**config.mk**
```make
export PLATFORM = sky130hd
export DESIGN_NAME = outport_arbiter
export DESIGN_NICKNAME = d
export VERILOG_FILES = /design/src/rtl/outport_arbiter.sv
export SDC_FILE = /design/constraint.sdc
export NUM_CORES = 1
export LEC_CHECK = 0
export ABC_AREA = 0
export CORE_UTILIZATION = 45
export CTS_CLUSTER_SIZE = 28
export DETAILED_ROUTE_END_ITERATION = 10
export PLACE_DENSITY = 0.87
export SLEW_MARGIN = 20
export SYNTH_ARGS = -nofsm -noshare
export SYNTH_HDL_FRONTEND = slang
export SYNTH_SLANG_ARGS = --single-unit
```
**constraint.sdc**
```tcl
create_clock -name clk -period 17.95 [get_ports clk]
set_input_delay 5.385 -clock clk [delete_from_list [all_inputs] [get_ports clk]]
set_output_delay 5.385 -clock clk [all_outputs]
set_load 0.05 [all_outputs]
```
**src/rtl/outport_arbiter.sv**
```systemverilog
// Per-output-port round-robin arbiter over five input-queue heads with a registered valid/ready link.
// Define OUTPORT_WORMHOLE_LOCK_EN to hold the grant on one input from head flit to tail flit.
module outport_arbiter #(
  parameter int DATA_WIDTH = 32,
  parameter int NUM_IN     = 5,
  parameter int CNT_WIDTH  = 16
) (
  input  logic                         clk,
  input  logic                         rst,
  input  logic [NUM_IN-1:0]            req_i,
  input  logic [NUM_IN*DATA_WIDTH-1:0] data_i,
  output logic [NUM_IN-1:0]            pop_req_o,
  output logic [DATA_WIDTH-1:0]        data_o,
  output logic                         valid_o,
  input  logic                         ready_i,
  output logic [NUM_IN-1:0]            grant_o,
  output logic [CNT_WIDTH-1:0]         flit_cnt_o
);

  localparam int PW = (NUM_IN > 1) ? $clog2(NUM_IN) : 1;

  typedef enum logic {
    EMPTY,
    HOLD
  } state_t;

  state_t                st_q, st_d;
  logic [PW-1:0]         ptr_q, ptr_d;
  logic [PW-1:0]         win;
  logic                  found;
  logic                  slot_free;
  logic                  take;
  logic [NUM_IN-1:0]     req_eff;
  logic [NUM_IN-1:0]     win_oh;
  logic [DATA_WIDTH-1:0] win_data;
  logic [PW-1:0]         ptr_nxt;

  assign valid_o   = (st_q == HOLD);
  assign slot_free = !valid_o | ready_i;

`ifdef OUTPORT_WORMHOLE_LOCK_EN
  logic lock_q, lock_d;

  // grant_o still names the locked input: nothing else can win while locked
  assign req_eff = lock_q ? (req_i & grant_o) : req_i;
`else
  assign req_eff = req_i;
`endif

  always_comb begin : arb
    int idx;
    idx   = 0;
    found = 1'b0;
    win   = '0;
    for (int i = 0; i < NUM_IN; i++) begin
      idx = int'(ptr_q) + i;
      if (idx >= NUM_IN) idx = idx - NUM_IN;
      if (!found && req_eff[idx]) begin
        found = 1'b1;
        win   = PW'(idx);
      end
    end
  end

  assign win_oh    = NUM_IN'(1) << win;
  assign win_data  = data_i[int'(win)*DATA_WIDTH +: DATA_WIDTH];
  assign take      = slot_free & found;
  assign pop_req_o = (take && !rst) ? win_oh : '0;
  assign ptr_nxt   = (win == PW'(NUM_IN - 1)) ? '0 : win + 1'b1;

  always_comb begin
    st_d  = st_q;
    ptr_d = ptr_q;
`ifdef OUTPORT_WORMHOLE_LOCK_EN
    lock_d = lock_q;
`endif
    if (take) begin
      st_d = HOLD;
`ifdef OUTPORT_WORMHOLE_LOCK_EN
      if (!win_data[DATA_WIDTH-1]) begin
        lock_d = 1'b1;
      end else begin
        lock_d = 1'b0;
        ptr_d  = ptr_nxt;
      end
`else
      ptr_d = ptr_nxt;
`endif
    end else if (slot_free) begin
      st_d = EMPTY;
    end
  end

  always_ff @(posedge clk or posedge rst) begin
    if (rst) begin
      st_q  <= EMPTY;
      ptr_q <= '0;
`ifdef OUTPORT_WORMHOLE_LOCK_EN
      lock_q <= 1'b0;
`endif
    end else begin
      st_q  <= st_d;
      ptr_q <= ptr_d;
`ifdef OUTPORT_WORMHOLE_LOCK_EN
      lock_q <= lock_d;
`endif
    end
  end

  always_ff @(posedge clk or posedge rst) begin
    if (rst) begin
      data_o     <= '0;
      grant_o    <= '0;
      flit_cnt_o <= '0;
    end else begin
      if (take) begin
        data_o  <= win_data;
        grant_o <= win_oh;
      end
      if (valid_o && ready_i) flit_cnt_o <= flit_cnt_o + 1'b1;
    end
  end

endmodule
```
==> results of run 1 <==
==> final cells by class <==
type	instances	area share (%)
clock buffers	12	2.158
clock inverters	4	0.7137
inverters	27	1.410
multi-input cells	381	41.25
flip-flops and latches	57	19.84
well taps	133	2.315
repair buffers	234	32.31
==> flip-flops by register name (all words and copies together) (netlist names) <==
name,cells
data_o,32
flit_cnt_o,16
grant_o,5
ptr_q,3
valid_o,1
==> cells in the final DEF, fill, tap and decap left out, drive strengths merged, types with 3 or more instances in the layout <==
master,instances
a2111oi,4
a211o,3
a211oi,9
a21o,4
a21oi,7
a22o,3
a2bb2oi,16
a31oi,5
a32oi,21
a41oi,19
and2,5
and3,8
buf,8
clkbuf,12
clkdlybuf4s50,226
clkinv,3
dfrtp,57
ha,15
inv,26
mux2,5
mux2i,32
mux4,4
nand2,44
nand2b,5
nand3,5
nand4,9
nor2,19
nor2b,7
nor3,5
o21ai,29
o221ai,15
o22ai,21
or2,5
or3,3
xnor2,14
xor2,5
==> worst paths after layout <==
| path | cells after the start | start | to | slack, ns |
|---|---|---|---|---|
| worst max register to register | 13 | ptr_q[1] | data_o[9] | 12.30 |
| min in group asynchronous | 3 | rst | grant_o[3] | 5.65 |
| max in group asynchronous | 3 | rst | data_o[11] | 11.82 |
| worst max-delay path | 10 | req_i[3] | pop_req_o[0] | 2.81 |
| worst min-delay path | 1 | grant_o[0] | grant_o[0] | 0.50 |
| worst min register to register | 1 | grant_o[0] | grant_o[0] | 0.50 |
==> cell families after synthesis <==
kind of cell             Yosys count
AO/OA/AOI/OAI                    180
AND/OR/NAND/NOR                  126
buffers and inverters             68
flip-flops                        57
multiplexers                      41
XOR/XNOR                          19
adder cells (fa/ha/maj)           15
==> worst register-to-register path, cell delays in order, from the launching register on <==
cell and delay (ns):
sky130_fd_sc_hd__dfrtp_1 0.69, sky130_fd_sc_hd__inv_1 0.39, sky130_fd_sc_hd__ha_1 0.30, sky130_fd_sc_hd__inv_1 0.06, sky130_fd_sc_hd__ha_1 0.38, sky130_fd_sc_hd__or2_2 0.41
sky130_fd_sc_hd__mux2i_1 0.14, sky130_fd_sc_hd__a2111oi_2 0.47, sky130_fd_sc_hd__a211oi_2 0.14, sky130_fd_sc_hd__a211oi_1 0.46, sky130_fd_sc_hd__and2_1 0.29, sky130_fd_sc_hd__a32o_1 0.77
sky130_fd_sc_hd__nand2_1 0.69, sky130_fd_sc_hd__o221ai_2 0.40
==> metal layers <==
metal | up-vias | track usage [%] | wire [microns]
met5 | - | 0 | 0
met4 | 0 | 11.73 | 497
met3 | 40 | 5.326 | 1303
met2 | 305 | 55.81 | 8603
met1 | 2542 | 36.97 | 6426
li1 | 2385 | - | -
==> stage by stage <==
| stage | setup WS, ns | std cells | cell area (sq um) | hold WS, ns |
|---|---|---|---|---|
| 6_report | 2.812 | 848 | 7188 | 0.4972 |
| 5_1_grt | 2.564 | 848 | 7188 | 0.5012 |
| 4_1_cts | 2.878 | 848 | 7188 | 0.4908 |
| 3_5_place_dp | 2.915 | 832 | 6982 | 0.4745 |
| 3_3_place_gp | 3.034 | 832 | 6982 | 0.4614 |
| 2_1_floorplan | 4.246 | 506 | 4673 | 0.6931 |
==> results_tabular.tex, run 1 <==
\begin{tabular}{lr}
\hline
Metric & Value \\
\hline
\multicolumn{2}{l}{\textbf{Status}} \\
\quad Outcome & complete, no violations \\
\multicolumn{2}{l}{\textbf{Floorplanning}} \\
\quad Row count & 36 \\
\quad Die area & 10,800 sq um \\
\quad I/O pins & 227 \\
\quad Chip Height & 103.9 microns \\
\quad Initial core utilization & 47.16\% \\
\quad Core outline area & 9910 sq um \\
\quad Die boundary width & 103.9 microns \\
\multicolumn{2}{l}{\textbf{Global route}} \\
\quad Maximum number of pins on one net before global-route repair & 58 \\
\quad Total global routing overflow & 0 \\
\quad Antenna violations before repair & 0 \\
\quad Number of global-route vias before repair & 5,144 \\
\quad Total GRT Usage & 31.10\% \\
\quad First-pass GRT wire length & 26.95 mm \\
\multicolumn{2}{l}{\textbf{Yosys}} \\
\quad Xor-xnor portion of the synthesized cell area & 3.561\% \\
\quad Mapped Cells & 506 \\
\quad Number of enable flip-flop cells after synthesis & 0 \\
\quad Post-synthesis instance area & 4673 sq um \\
\quad Mux share of post-synthesis cell area & 9.987\% \\
\quad Most instantiated cells after synthesis & 57 x sky130\_fd\_sc\_hd\_\_dfrtp\_1, 44 x sky130\_fd\_sc\_hd\_\_nand2\_1, 32 x sky130\_fd\_sc\_hd\_\_mux2i\_1 \\
\quad Post-Synthesis Net Count & 689 \\
\quad Number of synthesized register bits & 57 \\
\quad Area fraction in compound gates after synthesis & 31.19\% \\
\quad Library cell occupying the most area in the post-synthesis netlist & sky130\_fd\_sc\_hd\_\_dfrtp\_1 \\
\quad Number of distinct library cells after synthesis & 74 \\
\quad Sequential cell area fraction in the yosys report & 30.52\% \\
\quad Fraction of registers with async set or reset after synthesis & 100.0\% \\
\quad Mean cell area of the mapped netlist & 9.236 sq um \\
\quad Yosys warning total & 0 \\
\quad Simple-gate portion of the synthesized area & 14.14\% \\
\quad Dominant register cell in the synthesized netlist & sky130\_fd\_sc\_hd\_\_dfrtp\_1 \\
\quad Cell types with the largest area share after synthesis & sky130\_fd\_sc\_hd\_\_dfrtp\_1 31\%, sky130\_fd\_sc\_hd\_\_mux2i\_1 6.9\%, sky130\_fd\_sc\_hd\_\_ha\_1 4.0\% \\
\quad Library cell with the highest instance count after synthesis & sky130\_fd\_sc\_hd\_\_dfrtp\_1 \\
\quad Adder-cell share of the synthesized area & 4.016\% \\
\quad Main combinational cell family by area after synthesis & compound AO/OA/AOI/OAI gates \\
\quad Area share of the leading cell type in the synthesized netlist & 30.52\% \\
\multicolumn{2}{l}{\textbf{Setup path}} \\
\quad Crit path max-delay family & buffers and inverters \\
\quad Crit Path Class & input pin to output pin \\
\quad Worst-path cell chain & clkdlybuf4s50\_1 > mux4\_2 > mux2\_2 > a2bb2oi\_1 > and2\_1 > and4b\_1 > and2\_1 > a32o\_1 > and4\_1 > clkdlybuf4s50\_1 \\
\quad Crit end category & output pin \\
\quad Critical Path Start Type & input pin \\
\quad Arrival @ worst endpoint & 9.75 ns \\
\quad Worst Path Buf+Inv & 2 \\
\quad Max stage delay cell, worst path & sky130\_fd\_sc\_hd\_\_clkdlybuf4s50\_1 \\
\quad Largest stage delay, worst path & 0.81 ns \\
\quad Largest driver fanout on the critical path & 22 \\
\quad WP data required & 12.56 ns \\
\multicolumn{2}{l}{\textbf{Placed design}} \\
\quad GPL Wtd Cong & 0.9576 \\
\quad HPWL reported at the end of detailed placement & 12.60 mm \\
\quad Number of input and output port buffers inserted & 226 \\
\multicolumn{2}{l}{\textbf{CTS}} \\
\quad CTS Buf Count & 9 \\
\quad Setup fix buffers added after clock tree synthesis & 0 \\
\quad Post-cts resize count & 0 \\
\quad TritonCTS clock tree & built \\
\quad CTS clock-pin slew for the worst setup and hold paths & 0.06 ns \\
\quad Clock latency reported for the late side of the worst-skew pair & 0.34 ns \\
\quad Root Driver & sky130\_fd\_sc\_hd\_\_clkbuf\_8 \\
\quad Hold bufs inserted after CTS & 0 \\
\quad H-tree levels & 3 \\
\quad Clock Path Buffers & 2 \\
\quad CTS sink count & 57 \\
\multicolumn{2}{l}{\textbf{Route}} \\
\quad DR DRC count & 0 \\
\quad DR vias & 5,272 \\
\quad Post-detailed-route count of antenna-violating nets & 0 \\
\quad Vias per cell & 6.217 \\
\quad First-pass DRT Iterations & 5 \\
\quad Number of design-rule violations left by the first detailed-router iteration & 383 \\
\quad Mean routed wirelength per cell & 19.85 microns \\
\quad Detailed Route WL & 16.83 mm \\
\multicolumn{2}{l}{\textbf{STA}} \\
\quad Setup Viol. Count Final & 0 \\
\quad Crit share post-route & 84.33\% \\
\quad RSZ-0062 raised after global routing & no \\
\quad Clk\_skew & 0.01079 ns \\
\quad Setup tns final & 0 ns \\
\quad Maximum clock rate & 66.06 MHz \\
\quad Final Max Slew Viols & 0 \\
\quad Slew margin rel. & 38.84\% \\
\quad Shortest period the worst path allows & 15.14 ns \\
\quad Final hold vios & 0 \\
\quad Worst-margin pin slew & 0.9174 ns \\
\multicolumn{2}{l}{\textbf{Run}} \\
\quad Maximum Capacitance Violations & 0 \\
\multicolumn{2}{l}{\textbf{Cells and area}} \\
\quad Share of cells above drive strength 1 & 8.531\% \\
\quad Post-synthesis to final-layout area growth & 53.82\% \\
\quad Fillers & 704 \\
\quad Final core utilization & 72.54\% \\
\quad Storage cell area & 1426 sq um \\
\quad Multi-input logic area & 2965 sq um \\
\quad Final Net Count & 893 \\
\quad Antenna fix cells & 0 \\
\multicolumn{2}{l}{\textbf{Hold path}} \\
\quad Worst hold-check path type & flip-flop to flip-flop \\
\hline
\end{tabular}
Power of run 1 is not shown: default switching activity piles up to over one toggle a cycle in this logic, so the estimate is an artifact.
==> inputs of run 2 (changes only) <==
--- a/config.mk
+++ b/config.mk
@@ -6,10 +6,10 @@
 export NUM_CORES = 1
 export LEC_CHECK = 0
 export ABC_AREA = 0
-export CORE_UTILIZATION = 45
+export CORE_UTILIZATION = 38
 export CTS_CLUSTER_SIZE = 28
 export DETAILED_ROUTE_END_ITERATION = 10
-export PLACE_DENSITY = 0.87
+export PLACE_DENSITY = 0.78
 export SLEW_MARGIN = 20
 export SYNTH_ARGS = -nofsm -noshare
 export SYNTH_HDL_FRONTEND = slang
==> constraint.sdc (replaced) <==
create_clock -name clk -period 12.4 [get_ports clk]
set_input_delay 3.72 -clock clk [delete_from_list [all_inputs] [get_ports clk]]
set_output_delay 3.72 -clock clk [all_outputs]
set_load 0.05 [all_outputs]
==> run 2 against run 1 <==
  * Clock-buffer cell count rose by 1
  * Clock skew fell by 0.0026 ns
  * Hold slack got worse by 0.021 ns
  * Non-clock buffer count rose by 2
  * Sequential share of layout area fell by 0.28 points
  * Utilization fell by 12 points
  * Die area rose by 18%
  * Design area rose by 1.4%
  * Critical endpoint is now pop_req_o[2]
==> results_tabular.tex, run 2 (synthesized netlist as in run 1, its figures left out) <==
\begin{tabular}{lr}
\hline
Metric & Value \\
\hline
\multicolumn{2}{l}{\textbf{Hold path}} \\
\quad Worst hold path startpoint & grant\_o[1] \\
\quad Capture endpoint of the worst hold path & grant\_o[1] \\
\quad Number of stages on the worst hold path & 2 \\
\quad Worst hold-check path type & flip-flop to flip-flop \\
\multicolumn{2}{l}{\textbf{Cells and area}} \\
\quad Final Net Count & 895 \\
\quad Share of cells above drive strength 1 & 8.543\% \\
\quad Most frequent standard cell in the layout excluding fill and tap cells & sky130\_fd\_sc\_hd\_\_clkdlybuf4s50\_1 \\
\quad Fillers & 1,014 \\
\quad Post-synthesis to final-layout area growth & 56.04\% \\
\quad Largest reg by FF count & data\_o \\
\quad Largest registers & data\_o (32), flit\_cnt\_o (16), grant\_o (5) \\
\quad Number of flip-flops in the largest register & 32 \\
\quad Commonest cells after routing, fill and taps aside & 226 x sky130\_fd\_sc\_hd\_\_clkdlybuf4s50\_1, 57 x sky130\_fd\_sc\_hd\_\_dfrtp\_1, 44 x sky130\_fd\_sc\_hd\_\_nand2\_1 \\
\quad Antenna fix cells & 0 \\
\quad Fin area & 7292 sq um \\
\multicolumn{2}{l}{\textbf{CTS}} \\
\quad TritonCTS clock tree & built \\
\quad CTS Buf Count & 9 \\
\quad Hold bufs inserted after CTS & 0 \\
\quad H-tree levels & 3 \\
\quad Clock latency reported for the late side of the worst-skew pair & 0.33 ns \\
\quad Setup fix buffers added after clock tree synthesis & 0 \\
\quad Clock Path Buffers & 2 \\
\quad Post-cts resize count & 0 \\
\quad Root Driver & sky130\_fd\_sc\_hd\_\_clkbuf\_16 \\
\quad CTS sink count & 57 \\
\quad CTS clock-pin slew for the worst setup and hold paths & 0.05 ns \\
\multicolumn{2}{l}{\textbf{STA}} \\
\quad Setup tns final & 0 ns \\
\quad Crit share post-route & 92.81\% \\
\quad Worst setup slack after layout & 0.8912 ns \\
\quad Setup Viol. Count Final & 0 \\
\quad Worst-margin pin slew & 0.7418 ns \\
\quad Clk\_skew & 0.008163 ns \\
\quad Shortest period the worst path allows & 11.51 ns \\
\quad RSZ-0062 raised after global routing & no \\
\quad Maximum clock rate & 86.89 MHz \\
\quad Slew margin rel. & 50.43\% \\
\quad Final hold vios & 0 \\
\quad Final Max Slew Viols & 0 \\
\multicolumn{2}{l}{\textbf{Floorplanning}} \\
\quad Core outline area & 12,010 sq um \\
\quad Chip Height & 112.9 microns \\
\quad Initial core utilization & 38.91\% \\
\quad Die area & 12,750 sq um \\
\quad Row count & 40 \\
\quad Die boundary width & 112.9 microns \\
\quad I/O pins & 227 \\
\multicolumn{2}{l}{\textbf{Setup path}} \\
\quad Setup slack of the most critical reg-to-reg path & 7.03 ns \\
\quad Worst-path cell chain & clkdlybuf4s50\_1 > mux4\_2 > mux2\_2 > nand2\_1 > nor2\_1 > o32ai\_1 > and4b\_1 > or2\_1 > and3\_1 > clkdlybuf4s50\_1 \\
\quad Endpoint of the most critical register-to-register path & data\_o[8] \\
\quad Worst Path Buf+Inv & 2 \\
\quad Source of the worst register-to-register timing path & ptr\_q[0] \\
\quad Critical Path Start Type & input pin \\
\quad Crit end category & output pin \\
\quad Max stage delay cell, worst path & sky130\_fd\_sc\_hd\_\_clkdlybuf4s50\_1 \\
\quad R2r worst-path depth & 15 \\
\quad Crit path top cell by count & sky130\_fd\_sc\_hd\_\_clkdlybuf4s50\_1 \\
\quad Arrival @ worst endpoint & 7.79 ns \\
\quad Largest stage delay, worst path & 0.83 ns \\
\quad Crit Path Class & input pin to output pin \\
\quad Crit path max-delay family & buffers and inverters \\
\quad WP data required & 8.68 ns \\
\quad Largest driver fanout on the critical path & 19 \\
\multicolumn{2}{l}{\textbf{Route}} \\
\quad Detailed Route WL & 17.94 mm \\
\quad Vias per cell & 5.985 \\
\quad First-pass DRT Iterations & 5 \\
\quad Mean routed wirelength per cell & 20.84 microns \\
\quad DR DRC count & 0 \\
\quad Number of design-rule violations left by the first detailed-router iteration & 423 \\
\quad DR vias & 5,153 \\
\quad Post-detailed-route count of antenna-violating nets & 0 \\
\multicolumn{2}{l}{\textbf{Global route}} \\
\quad Antenna violations before repair & 0 \\
\quad Total GRT Usage & 27.68\% \\
\quad Number of global-route vias before repair & 5,111 \\
\quad First-pass GRT wire length & 27.23 mm \\
\quad Total global routing overflow & 0 \\
\quad Maximum number of pins on one net before global-route repair & 58 \\
\multicolumn{2}{l}{\textbf{Placed design}} \\
\quad Worst setup slack after placement & 0.9079 ns \\
\quad Total placed instance area & 7022 sq um \\
\quad Number of input and output port buffers inserted & 226 \\
\quad GPL Wtd Cong & 0.8990 \\
\quad HPWL reported at the end of detailed placement & 13.55 mm \\
\multicolumn{2}{l}{\textbf{Status}} \\
\quad Outcome & complete, no violations \\
\multicolumn{2}{l}{\textbf{Run}} \\
\quad Maximum Capacitance Violations & 0 \\
\hline
\end{tabular}
==> run 2: area by class of cell <==
cell class	count	area, sq um	share of cell area, %
Tap cell	147	183.9	2.522
Inverter	27	101.3	1.390
Multi-Input combinational cell	381	2973	40.77
Clock buffer	13	270.3	3.706
Timing Repair Buffer	236	2337	32.05
Sequential cell	57	1426	19.56
==> run 2: worst reg2reg max path, cell delays in order (launching register included) <==
cell	delay, ns
sky130_fd_sc_hd__dfrtp_1	0.31
sky130_fd_sc_hd__buf_4	0.36
sky130_fd_sc_hd__clkinv_1	0.47
sky130_fd_sc_hd__ha_1	0.36
sky130_fd_sc_hd__inv_1	0.07
sky130_fd_sc_hd__ha_1	0.38
sky130_fd_sc_hd__or2_2	0.40
sky130_fd_sc_hd__mux2i_1	0.14
sky130_fd_sc_hd__a2111oi_2	0.45
sky130_fd_sc_hd__a211oi_2	0.12
sky130_fd_sc_hd__a211oi_1	0.50
sky130_fd_sc_hd__and2_1	0.30
sky130_fd_sc_hd__a32o_1	0.17
sky130_fd_sc_hd__buf_4	0.29
sky130_fd_sc_hd__or3_1	0.61
sky130_fd_sc_hd__o221ai_1	0.25
==> run 2: worst max-delay path by stage <==
stage	from	end	slack [ns]	cells past startpoint
2_1_floorplan	req_i[3]	pop_req_o[4]	2.03	10
3_3_place_gp	req_i[3]	pop_req_o[2]	1.03	10
3_5_place_dp	req_i[3]	pop_req_o[2]	0.91	10
4_1_cts	req_i[3]	pop_req_o[2]	0.92	10
5_1_grt	req_i[3]	pop_req_o[2]	0.61	11
6_report	req_i[3]	pop_req_o[2]	0.89	10
==> run 2: routing by layer <==
metal	track usage, %	part of all wire [%]	up-vias
met4	10.88	3.8	0
met3	5.999	7.0	46
met2	47.28	49	262
met5	0	0	-
met1	34.11	41	2461
li1	-	-	2384
==> run 2: metrics by stage <==
step,utilization [%],hold WS (ns),instances
floorplan,-,0.6931,506
global placement,58.46,0.4627,848
detailed placement,58.46,0.4659,848
CTS,60.71,0.4785,861
global route,60.71,0.4918,861
finish,60.71,0.4767,861
Power of run 2 is left out for the same reason.
==> inputs of run 3 (changes only) <==
--- a/config.mk
+++ b/config.mk
@@ -9,6 +9,7 @@
 export CORE_UTILIZATION = 38
 export CTS_CLUSTER_SIZE = 28
 export DETAILED_ROUTE_END_ITERATION = 10
+export GPL_TIMING_DRIVEN = 0
 export PLACE_DENSITY = 0.78
 export SLEW_MARGIN = 20
 export SYNTH_ARGS = -nofsm -noshare
==> run 3 against run 2 <==
  * Register-to-register slack better by 0.07 ns
  * Wire length increased by 6.8%
  * Sequential share of layout area fell by 0.43 points
  * Utilization increased by 1.4 points
  * Design area is 2.3% higher
  * Clock skew down 0.0019 ns
==> results_tabular.tex, run 3 (synthesized netlist as in run 1, its figures left out) <==
\begin{tabular}{lr}
\hline
Metric & Value \\
\hline
\multicolumn{2}{l}{\textbf{Setup path}} \\
\quad Critical Path Start Type & input pin \\
\quad Arrival @ worst endpoint & 8.25 ns \\
\quad Endpoint of the most critical register-to-register path & data\_o[10] \\
\quad Source of the worst register-to-register timing path & ptr\_q[0] \\
\quad Crit end category & output pin \\
\quad WP data required & 8.68 ns \\
\quad Crit Path Class & input pin to output pin \\
\quad Largest driver fanout on the critical path & 10 \\
\quad R2r worst-path depth & 16 \\
\quad Setup slack of the most critical reg-to-reg path & 7.10 ns \\
\multicolumn{2}{l}{\textbf{Route}} \\
\quad Post-detailed-route count of antenna-violating nets & 0 \\
\quad DR DRC count & 0 \\
\quad Detailed Route WL & 19.17 mm \\
\quad DR vias & 5,341 \\
\quad Vias per cell & 5.974 \\
\quad First-pass DRT Iterations & 7 \\
\quad Number of design-rule violations left by the first detailed-router iteration & 492 \\
\quad Mean routed wirelength per cell & 21.44 microns \\
\multicolumn{2}{l}{\textbf{Cells and area}} \\
\quad Share of cells above drive strength 1 & 9.103\% \\
\quad Antenna fix cells & 0 \\
\quad Final Net Count & 925 \\
\quad Post-synthesis to final-layout area growth & 59.57\% \\
\quad Largest reg by FF count & data\_o \\
\quad Final core utilization & 62.08\% \\
\quad Multi-input logic area & 2939 sq um \\
\quad Fillers & 1,003 \\
\quad Storage cell area & 1426 sq um \\
\quad Most frequent standard cell in the layout excluding fill and tap cells & sky130\_fd\_sc\_hd\_\_clkdlybuf4s50\_1 \\
\quad Number of flip-flops in the largest register & 32 \\
\quad Largest registers & data\_o (32), flit\_cnt\_o (16), grant\_o (5) \\
\quad Commonest cells after routing, fill and taps aside & 225 x sky130\_fd\_sc\_hd\_\_clkdlybuf4s50\_1, 57 x sky130\_fd\_sc\_hd\_\_dfrtp\_1, 44 x sky130\_fd\_sc\_hd\_\_nand2\_1 \\
\multicolumn{2}{l}{\textbf{CTS}} \\
\quad H-tree levels & 3 \\
\quad Clock Path Buffers & 2 \\
\quad Hold bufs inserted after CTS & 0 \\
\quad Root Driver & sky130\_fd\_sc\_hd\_\_clkbuf\_16 \\
\quad TritonCTS clock tree & built \\
\quad CTS clock-pin slew for the worst setup and hold paths & 0.05 ns \\
\quad Clock latency reported for the late side of the worst-skew pair & 0.33 ns \\
\quad CTS Buf Count & 9 \\
\quad CTS sink count & 57 \\
\quad Setup fix buffers added after clock tree synthesis & 0 \\
\quad Post-cts resize count & 0 \\
\multicolumn{2}{l}{\textbf{STA}} \\
\quad Final hold vios & 0 \\
\quad Clk\_skew & 0.006225 ns \\
\quad Slew margin rel. & 38.68\% \\
\quad Setup tns final & 0 ns \\
\quad Setup Viol. Count Final & 0 \\
\quad Worst-margin pin slew & 0.9155 ns \\
\quad Crit share post-route & 96.57\% \\
\quad Maximum clock rate & 83.51 MHz \\
\quad Final Max Slew Viols & 0 \\
\quad RSZ-0062 raised after global routing & no \\
\quad Shortest period the worst path allows & 11.97 ns \\
\multicolumn{2}{l}{\textbf{Hold path}} \\
\quad Worst hold-check path type & flip-flop to flip-flop \\
\quad Number of stages on the worst hold path & 1 \\
\quad Worst hold path startpoint & flit\_cnt\_o[15] \\
\quad Capture endpoint of the worst hold path & flit\_cnt\_o[15] \\
\multicolumn{2}{l}{\textbf{Floorplanning}} \\
\quad Die area & 12,750 sq um \\
\quad Row count & 40 \\
\quad I/O pins & 227 \\
\quad Initial core utilization & 38.91\% \\
\quad Die boundary width & 112.9 microns \\
\quad Chip Height & 112.9 microns \\
\quad Core outline area & 12,010 sq um \\
\multicolumn{2}{l}{\textbf{Global route}} \\
\quad Maximum number of pins on one net before global-route repair & 59 \\
\quad Total GRT Usage & 30.06\% \\
\quad Number of global-route vias before repair & 5,415 \\
\quad First-pass GRT wire length & 29.42 mm \\
\quad Antenna violations before repair & 0 \\
\quad Total global routing overflow & 0 \\
\multicolumn{2}{l}{\textbf{Placed design}} \\
\quad GPL Wtd Cong & 0.9265 \\
\quad Number of input and output port buffers inserted & 225 \\
\quad HPWL reported at the end of detailed placement & 14.98 mm \\
\multicolumn{2}{l}{\textbf{Run}} \\
\quad Maximum Capacitance Violations & 0 \\
\multicolumn{2}{l}{\textbf{Status}} \\
\quad Outcome & complete, no violations \\
\hline
\end{tabular}
-- run 3: changes by cell type in the layout (fill, tap and decap cells not counted), sizes merged --
cell | before | now
clkdlybuf4s50 | 226 | 225
clkinvlp | 0 | 1
clkinv | 1 | 2
buf | 10 | 19
bufinv | 0 | 3
clkbuf | 13 | 33
-- run 3: area by class of cell --
type	count	area share, %
inverter	27	1.393
clock buffer	11	3.255
clock inverter	5	1.376
timing repair buffer	225	30.20
sequential	57	19.13
multi-input combinational	381	39.41
tap	147	2.466
buffer	41	2.768
-- run 3: how the worst max path moves through the flow --
stage	start	endpoint	slack (ns)	cells past startpoint
2_1_floorplan	req_i[3]	pop_req_o[4]	2.03	10
3_3_place_gp	req_i[2]	pop_req_o[3]	0.57	12
3_5_place_dp	req_i[2]	pop_req_o[3]	0.49	12
4_1_cts	req_i[2]	pop_req_o[3]	0.50	13
5_1_grt	req_i[2]	pop_req_o[3]	0.21	13
6_report	req_i[2]	pop_req_o[3]	0.43	12
-- run 3: metal layers --
metal / up-vias / track usage, % / part of all wire [%]
met2: 263 / 51.28 / 49
met1: 2587 / 38.28 / 41
met3: 46 / 5.303 / 7.2
li1: 2445 / - / -
met4: 0 / 10.79 / 2.8
met5: - / 0 / 0
-- run 3: worst max-delay path, cell delays in order --
cell,delay [ns]
sky130_fd_sc_hd__clkdlybuf4s50_1,0.61
sky130_fd_sc_hd__mux4_2,0.53
sky130_fd_sc_hd__mux2_2,0.29
sky130_fd_sc_hd__a2bb2oi_1,0.22
sky130_fd_sc_hd__and2_1,0.23
sky130_fd_sc_hd__nand4b_1,0.16
sky130_fd_sc_hd__a221o_1,0.36
sky130_fd_sc_hd__a32oi_2,0.51
sky130_fd_sc_hd__buf_2,0.39
sky130_fd_sc_hd__ha_1,0.24
sky130_fd_sc_hd__and3_1,0.17
sky130_fd_sc_hd__clkdlybuf4s50_1,0.82
-- run 3: per-stage QoR --
stage | hold WS [ns] | area (sq um) | setup slack, ns | instances
global placement | 0.4639 | 7109 | 0.5705 | 878
floorplan | 0.6931 | 4673 | 2.026 | 506
CTS | 0.4725 | 7457 | 0.4950 | 894
global route | 0.5047 | 7457 | 0.2053 | 894
finish | 0.4727 | 7457 | 0.4251 | 894
detailed placement | 0.4632 | 7112 | 0.4938 | 878
Power of run 3 is left out for the same reason.
